[config.mk]
export PLATFORM = sky130hd
export DESIGN_NAME = sram_arbiter
export DESIGN_NICKNAME = d
export VERILOG_FILES = /design/src/rtl/sram_arbiter_pkg.sv /design/src/rtl/sram_arb_pick.sv /design/src/rtl/sram_arbiter.sv
export SDC_FILE = /design/constraint.sdc
export NUM_CORES = 1
export LEC_CHECK = 0
export ABC_AREA = 0
export CORE_ASPECT_RATIO = 1.25
export CORE_MARGIN = 4
export CORE_UTILIZATION = 35
export DETAILED_ROUTE_END_ITERATION = 7
export HOLD_SLACK_MARGIN = 0.12
export PLACE_DENSITY = 0.71
export SETUP_SLACK_MARGIN = 0.3
export SYNTH_ARGS = -nofsm -noshare
export SYNTH_HDL_FRONTEND = slang
export SYNTH_SLANG_ARGS = --single-unit
[constraint.sdc]
create_clock -name clk -period 3.7 [get_ports clk]
set_input_delay 1.11 -clock clk [delete_from_list [all_inputs] [get_ports clk]]
set_output_delay 1.11 -clock clk [all_outputs]
set_load 0.01 [all_outputs]
[src/rtl/sram_arbiter_pkg.sv]
// rtl/sram_arbiter_pkg.sv - shared owner encodings and default geometry for the SRAM arbiter
package sram_arbiter_pkg;

  localparam int DATA_W_DEF    = 8;
  localparam int ADDR_W_DEF    = 9;
  localparam int MAX_BURST_DEF = 4;

  typedef enum logic [1:0] {
    OWN_NONE = 2'b00,
    OWN_C    = 2'b01,
    OWN_I    = 2'b10
  } owner_e;

endpackage

[src/rtl/sram_arb_pick.sv]
// rtl/sram_arb_pick.sv - combinational winner selection; SRAM_ARB_RR_EN selects round-robin
module sram_arb_pick
  import sram_arbiter_pkg::*;
`ifndef SRAM_ARB_RR_EN
#(
  parameter int MAX_BURST = MAX_BURST_DEF,
  parameter int BURST_W   = $clog2(MAX_BURST + 1)
)
`endif
(
  input  logic               c_req_i,
  input  logic               i_req_i,
`ifdef SRAM_ARB_RR_EN
  input  owner_e             last_owner_i,
`else
  input  logic [BURST_W-1:0] burst_cnt_i,
`endif
  output logic [1:0]         gnt_o
);

  // gnt_o[0] grants the core, gnt_o[1] grants the loader
  always_comb begin
    gnt_o = 2'b00;
    if (c_req_i && i_req_i) begin
`ifdef SRAM_ARB_RR_EN
      gnt_o = (last_owner_i == OWN_C) ? 2'b10 : 2'b01;
`else
      gnt_o = (burst_cnt_i == BURST_W'(MAX_BURST)) ? 2'b10 : 2'b01;
`endif
    end else if (c_req_i) begin
      gnt_o = 2'b01;
    end else if (i_req_i) begin
      gnt_o = 2'b10;
    end
  end

endmodule

[src/rtl/sram_arbiter.sv]
// rtl/sram_arbiter.sv - two-port SRAM arbiter and access sequencer; SRAM_ARB_RR_EN selects round-robin
module sram_arbiter
  import sram_arbiter_pkg::*;
#(
  parameter int DATA_W    = DATA_W_DEF,
  parameter int ADDR_W    = ADDR_W_DEF,
  parameter int MAX_BURST = MAX_BURST_DEF
) (
  input  logic              clk,
  input  logic              rst_n,
  input  logic              c_req_i,
  input  logic              c_we_i,
  input  logic [ADDR_W-1:0] c_a_i,
  input  logic [DATA_W-1:0] c_d_i,
  output logic              c_gnt_o,
  output logic              c_vld_o,
  output logic [DATA_W-1:0] c_q_o,
  input  logic              i_req_i,
  input  logic              i_we_i,
  input  logic [ADDR_W-1:0] i_a_i,
  input  logic [DATA_W-1:0] i_d_i,
  output logic              i_gnt_o,
  output logic              i_vld_o,
  output logic [DATA_W-1:0] i_q_o,
  output logic              cen_o,
  output logic              wen_o,
  output logic [ADDR_W-1:0] a_o,
  output logic [DATA_W-1:0] d_o,
  input  logic [DATA_W-1:0] q_i,
  output logic              busy_o
);

  logic [1:0]        pick_gnt;
  logic [1:0]        gnt;
  logic              any_gnt;
  logic              sel_we;
  logic [ADDR_W-1:0] sel_a;
  logic [DATA_W-1:0] sel_d;

  logic              cen_q, cen_d;
  logic              wen_q, wen_d;
  logic [ADDR_W-1:0] a_q, a_d;
  logic [DATA_W-1:0] d_q, d_d;
  owner_e            own0_q, own0_d;
  owner_e            own1_q, own2_q;
  logic [DATA_W-1:0] c_q_q, c_q_d;
  logic [DATA_W-1:0] i_q_q, i_q_d;

`ifdef SRAM_ARB_RR_EN
  owner_e last_q, last_d;

  sram_arb_pick u_pick (
    .c_req_i      (c_req_i),
    .i_req_i      (i_req_i),
    .last_owner_i (last_q),
    .gnt_o        (pick_gnt)
  );

  always_comb begin
    last_d = last_q;
    if (gnt[0]) begin
      last_d = OWN_C;
    end else if (gnt[1]) begin
      last_d = OWN_I;
    end
  end

  always_ff @(posedge clk or negedge rst_n) begin
    if (!rst_n) begin
      last_q <= OWN_I;
    end else begin
      last_q <= last_d;
    end
  end
`else
  localparam int BURST_W = $clog2(MAX_BURST + 1);
  logic [BURST_W-1:0] burst_q, burst_d;

  sram_arb_pick #(
    .MAX_BURST (MAX_BURST),
    .BURST_W   (BURST_W)
  ) u_pick (
    .c_req_i     (c_req_i),
    .i_req_i     (i_req_i),
    .burst_cnt_i (burst_q),
    .gnt_o       (pick_gnt)
  );

  // Counts core grants the loader has watched go by; the guard in the picker keeps it <= MAX_BURST
  always_comb begin
    burst_d = burst_q;
    if (!i_req_i || gnt[1]) begin
      burst_d = '0;
    end else if (gnt[0]) begin
      burst_d = burst_q + BURST_W'(1);
    end
  end

  always_ff @(posedge clk or negedge rst_n) begin
    if (!rst_n) begin
      burst_q <= '0;
    end else begin
      burst_q <= burst_d;
    end
  end
`endif

  assign gnt     = pick_gnt & {2{rst_n}};
  assign any_gnt = |gnt;
  assign sel_we  = gnt[1] ? i_we_i : c_we_i;
  assign sel_a   = gnt[1] ? i_a_i  : c_a_i;
  assign sel_d   = gnt[1] ? i_d_i  : c_d_i;

  always_comb begin
    cen_d  = 1'b1;
    wen_d  = 1'b1;
    a_d    = '0;
    d_d    = '0;
    own0_d = OWN_NONE;
    if (any_gnt) begin
      cen_d = 1'b0;
      wen_d = ~sel_we;
      a_d   = sel_a;
      d_d   = sel_d;
      if (!sel_we) begin
        own0_d = gnt[1] ? OWN_I : OWN_C;
      end
    end
  end

  // SRAM Q is valid while the tag sits in stage 1; capture it only for the tagged port
  always_comb begin
    c_q_d = c_q_q;
    i_q_d = i_q_q;
    if (own1_q == OWN_C) begin
      c_q_d = q_i;
    end
    if (own1_q == OWN_I) begin
      i_q_d = q_i;
    end
  end

  always_ff @(posedge clk or negedge rst_n) begin
    if (!rst_n) begin
      cen_q  <= 1'b1;
      wen_q  <= 1'b1;
      a_q    <= '0;
      d_q    <= '0;
      own0_q <= OWN_NONE;
      own1_q <= OWN_NONE;
      own2_q <= OWN_NONE;
      c_q_q  <= '0;
      i_q_q  <= '0;
    end else begin
      cen_q  <= cen_d;
      wen_q  <= wen_d;
      a_q    <= a_d;
      d_q    <= d_d;
      own0_q <= own0_d;
      own1_q <= own0_q;
      own2_q <= own1_q;
      c_q_q  <= c_q_d;
      i_q_q  <= i_q_d;
    end
  end

  assign c_gnt_o = gnt[0];
  assign i_gnt_o = gnt[1];
  assign cen_o   = cen_q;
  assign wen_o   = wen_q;
  assign a_o     = a_q;
  assign d_o     = d_q;
  assign c_vld_o = (own2_q == OWN_C);
  assign i_vld_o = (own2_q == OWN_I);
  assign c_q_o   = c_q_q;
  assign i_q_o   = i_q_q;
  assign busy_o  = ~cen_q | (own1_q != OWN_NONE) | (own2_q != OWN_NONE);

endmodule
# Yosys cells after proc, flatten, opt, wreduce, memory -nomap -nowiden

Cells that the tools add are included.

Add/subtract/negate cells: 1
Equality and inequality tests: 5
Multiplexer cells: 16
Bitwise logic cells: 5
Reduce and logical (&&, ||, !) cells: 7

Operators by type and width:

| cell                                                                   | count |
|---|---|
| 9-bit two-way mux                                                      | 2 |
| 8-bit two-way mux                                                      | 2 |
| 2-bit two-way mux                                                      | 7 |
| 3-bit two-way mux                                                      | 2 |
| 2-bit nonzero test                                                     | 3 |
| 2-bit by 1-bit equality test with 1-bit output (second input constant) | 2 |
| 2-bit equality test (second input constant)                            | 2 |
| 3-bit by 1-bit adder with 3-bit output (second input constant)         | 1 |
| 3-bit equality test (second input constant)                            | 1 |
| 1-bit two-way mux                                                      | 3 |
| 2-bit AND                                                              | 1 |
| 1-bit inverter                                                         | 2 |
| 1-bit OR                                                               | 2 |
| 2-bit OR reduction                                                     | 1 |
| 1-bit logical AND                                                      | 1 |
| 1-bit logical NOT                                                      | 1 |
| 1-bit logical OR                                                       | 1 |

Register bits after elaboration: 44
Bits of input ports: 48
Logic and storage cells: 44

# Longest topological paths before layout

Word-level depth: 7
Mapped depth: 6
Gate-level depth less buffers: 5

# Hierarchy

From an unflattened synthesis, not the netlist that was laid out.

Cells, all modules: 135
Area, all modules: 1798.0 um2

By module, submodules not included:

| module        | times used | cells an instance | area each (um2) | sequential area each (um2) |
|---|---|---|---|---|
| sram_arbiter  | 1          | 131               | 1765.4          | 1103.6 |
| sram_arb_pick | 1          | 4                 | 32.5            | 0.0 |

# Worst setup path before layout

OpenSTA, ideal clock, no wires.

Path kind: input to output
Start: in rst_n
End: out i_gnt_o
Arrival: 1597 ps
Setup slack: 993 ps
Stages: 3
Path buffers: 1
Cells stage by stage: buf_2 nand2_1 nor2_2

Cells in the longest elaborated chain, start to end: 1

RTL lines:

| item        | RTL line            | text |
|---|---|---|
| from (decl) | sram_arbiter.sv:10  | `input logic rst_n,` |
| 2-bit AND   | sram_arbiter.sv:108 | `assign gnt = pick_gnt & {2{rst_n}};` |
| to (decl)   | sram_arbiter.sv:22  | `output logic i_gnt_o,` |

No other way between the ends.

# Worst setup path after layout

Start: in i_req_i
End: out c_gnt_o

Cells in the longest elaborated chain, start to end: 3

RTL lines:

| item              | RTL line            | text |
|---|---|---|
| from (decl)       | sram_arbiter.sv:18  | `input logic i_req_i,` |
| 1-bit logical AND | sram_arb_pick.sv:24 | `if (c_req_i && i_req_i) begin` |
| 2-bit two-way mux | sram_arb_pick.sv:24 |  |
| 2-bit AND         | sram_arbiter.sv:108 |  |
| to (decl)         | sram_arbiter.sv:15  | `output logic c_gnt_o,` |

No other way between the ends.

==> impl_metrics.ini <==
[status]
run_status = completed

[placed_design]
gp_congestion = 0.748
dp_hpwl_um = 3430
dpl_cell_area_um2 = 2770
port-buffer-count = 87
post-place-ws_ns = 0.117

[clock_tree]
cts_buffers = 5
cts_tree = done
clkTransAtPathRegs_ns = 0.08
clockBufferDepth = 2
htreeDepth = 2
cts_root_buf = clkbuf_8
insertion_delay_ns = 0.29
cts_setup_buffers = 0
cts.sinks = 44

[finish]
final_cell_area_um2 = 2880
n_antenna_cell = 0
drive_gt1_share_pct = 16.5
nets = 291
synthToLayoutAreaGrowth_pct = 59.3
fillCellCount = 442

[timing]
tns_ns = 0
fmax_ghz = 0.302
slew_headroom_pct = 71.0
final.setup.worst_slack_ns = 0.394
hold_violations = 0
worst_pin_slew_ns = 0.434
timing.final.setup_violations = 0
fin_skew_ns = 0.00531
whs_ns = 0.362
post-route-period-util_pct = 89.4
layout_min_cycle_time_ns = 3.31
rsz0062_at_grt = false
drv_slew = 0

[global_routing]
grt_max_degree = 35
antenna_found_initial = 0
grt_pass1_vias = 1551
grt_usage_pct = 14.4
overflow = 0
grt_pass1_wl_um = 7070

[logic_synthesis]
yosysTopAreaCellShare_pct = 58.2
syn_area_per_cell_um2 = 12.4
ys_types = 26
syn-num-nets = 196
yosysWarnings = 0
ys_seq_area_share_pct = 61.1
synth_area_um2 = 1810
synth_area_leaders = dfrtp_1 58%, mux2_2 10%, nand2_1 5.4%
ys_seq_elements = 44
synth_top_area_cell = dfrtp_1
netlist_instances = 146

[pwr]
leakagePower_nw = 1.25
power_density_nw_per_um2 = 421
power.switching_mw = 0.293
combPwrFrac_pct = 23.4
p_int_mw = 0.919
clkPwrFrac_pct = 30.6
switching_share_pct = 24.2
ir_drop_mv = 0.226
seq_power_share_pct = 46.0

[die]
ios = 88
initial_core_util_pct = 35.8
dieHeight_um = 88.3
rows = 29
core-area_um2 = 5040
die_area_um2 = 6380
die_x_um = 72.3

[worst_setup_path]
cp-start-kind = input port
cp.arrival_ns = 2.20
path_max_fanout = 4
ff2ff_path_depth = 6
required_ns = 2.59
worstSetupPathType = in2out
worst_setup_path_end_kind = output pin

[min_path]
hold_class = reg2reg
hold_depth = 0

[detailed_routing]
routed-via-count = 1430
post_drt_wl_per_cell_um = 14.5
viasPerCell = 4.70
wl_um = 4400
drc = 0
dr.first_iter.drc_count = 26
first_pass_iters = 4
ant_nets = 0

[run]
drv_cap = 0
## metal layers
| layer | up-vias | part of all wire, % | GRT usage [%] |
|---|---|---|---|
| li1 | 690 | - | - |
| met1 | 688 | 36 | 16.0 |
| met3 | 9 | 5.0 | 2.27 |
| met2 | 43 | 56 | 26.2 |
| met4 | 0 | 2.7 | 7.86 |
| met5 | - | 0 | 0 |
## area by class of cell
type,count,area (um2),area share [%]
flip-flops and latches,44,1100,38.3
repair buffers,96,931,32.3
multi-input cells,91,639,22.2
well taps,62,77.6,2.70
clock buffers,5,68.8,2.39
clock inverters,3,46.3,1.61
inverters,3,11.3,0.391
## state kept, by name, indices dropped and copies added (netlist names)
| signal | flops |
|---|---|
| own1_q | 2 |
| own2_q | 2 |
| a_o | 9 |
| d_o | 8 |
| i_q_o | 8 |
| cen_o | 1 |
| burst_q | 3 |
| c_q_o | 8 |
| own0_q | 2 |
| wen_o | 1 |
## power by group through the flow
stage	clock [mW]	sequential, mW	combinational [mW]
finish	0.371	0.557	0.284
global route	0.402	0.564	0.307
CTS	0.386	0.558	0.289
detailed placement	0	0.567	0.289
global placement	0	0.565	0.285
floorplan	0	0.591	0.0761
## synth_stat cells
| cell type | number |
|---|---|
| nor4_1 | 1 |
| o22ai_1 | 1 |
| nor2_4 | 1 |
| nor2b_1 | 2 |
| buf_2 | 6 |
| nand2_1 | 26 |
| a21boi_0 | 1 |
| nor2_1 | 9 |
| buf_6 | 2 |
| a22o_1 | 8 |
| a21boi_4 | 1 |
| nand3_1 | 2 |
| dfrtp_1 | 42 |
| o21ai_0 | 2 |
| nor3_1 | 2 |
| mux2_2 | 16 |
| nand4b_1 | 1 |
| nor2_2 | 1 |
| dfstp_2 | 2 |
| inv_1 | 3 |
| and3_4 | 1 |
| o22a_1 | 9 |
| nand2b_1 | 2 |
| a21boi_1 | 2 |
| nor3b_1 | 1 |
| ha_1 | 2 |
## worst max-delay path, cell delays in order
cell,delay [ns]
clkdlybuf4s50_1,0.47
and3_4,0.22
nor2_4,0.10
dlygate4sd2_1,0.29
## stage by stage
| stage | utilization, % | total power, mW | cells |
|---|---|---|---|
| 4_1_cts | 57.1 | 1.23 | 304 |
| 6_report | 57.1 | 1.21 | 304 |
| 5_1_grt | 57.1 | 1.27 | 304 |
| 3_5_place_dp | 54.8 | 0.856 | 296 |
| 2_1_floorplan | - | 0.667 | 146 |
| 3_3_place_gp | 54.8 | 0.850 | 296 |
## path summary, 6_finish.rpt
| check | startpoint | endpoint | slack (ns) |
|---|---|---|---|
| max reg2reg | burst_q[0] | d_o[4] | 2.21 |
| max | i_req_i | c_gnt_o | 0.39 |
| min reg2reg | own0_q[0] | own1_q[0] | 0.36 |
| min in group asynchronous | rst_n | a_o[8] | 0.80 |
| max in group asynchronous | rst_n | wen_o | 2.50 |
| min | own0_q[0] | own1_q[0] | 0.36 |
## timing repair
| action | CTS | global route |
|---|---|---|
| hold endpoints to repair | 0 | 0 |
| setup endpoints to repair | 2 | 0 |
| gates resized for setup | 2 | 0 |
| hold buffers | 0 | 0 |
## kinds of logic (layout without fill, tap and decap cells)
group	after synthesis	count (layout)	synth area share [%]
simple gates	49	49	12.6
mux	16	16	9.97
compound gates	24	24	11.4
fa+ha+maj	2	2	1.38
buf+inv	11	107	3.53
flops	44	44	61.1
## cells in the final DEF (no fill, tap or decap), types with 2 or more instances in the layout
cell type,count
clkdlybuf4s50_1,84
dfrtp_1,42
nand2_1,26
mux2_2,16
o22a_1,9
nor2_1,9
buf_4,9
a22o_1,8
clkbuf_8,5
inv_1,3
o21ai_0,2
nor3_1,2
nor2b_1,2
nand3_1,2
a21boi_1,2
nand2b_1,2
ha_1,2
dfstp_2,2
dlygate4sd2_1,2
Note: power is estimated with default switching activity, not from simulation.
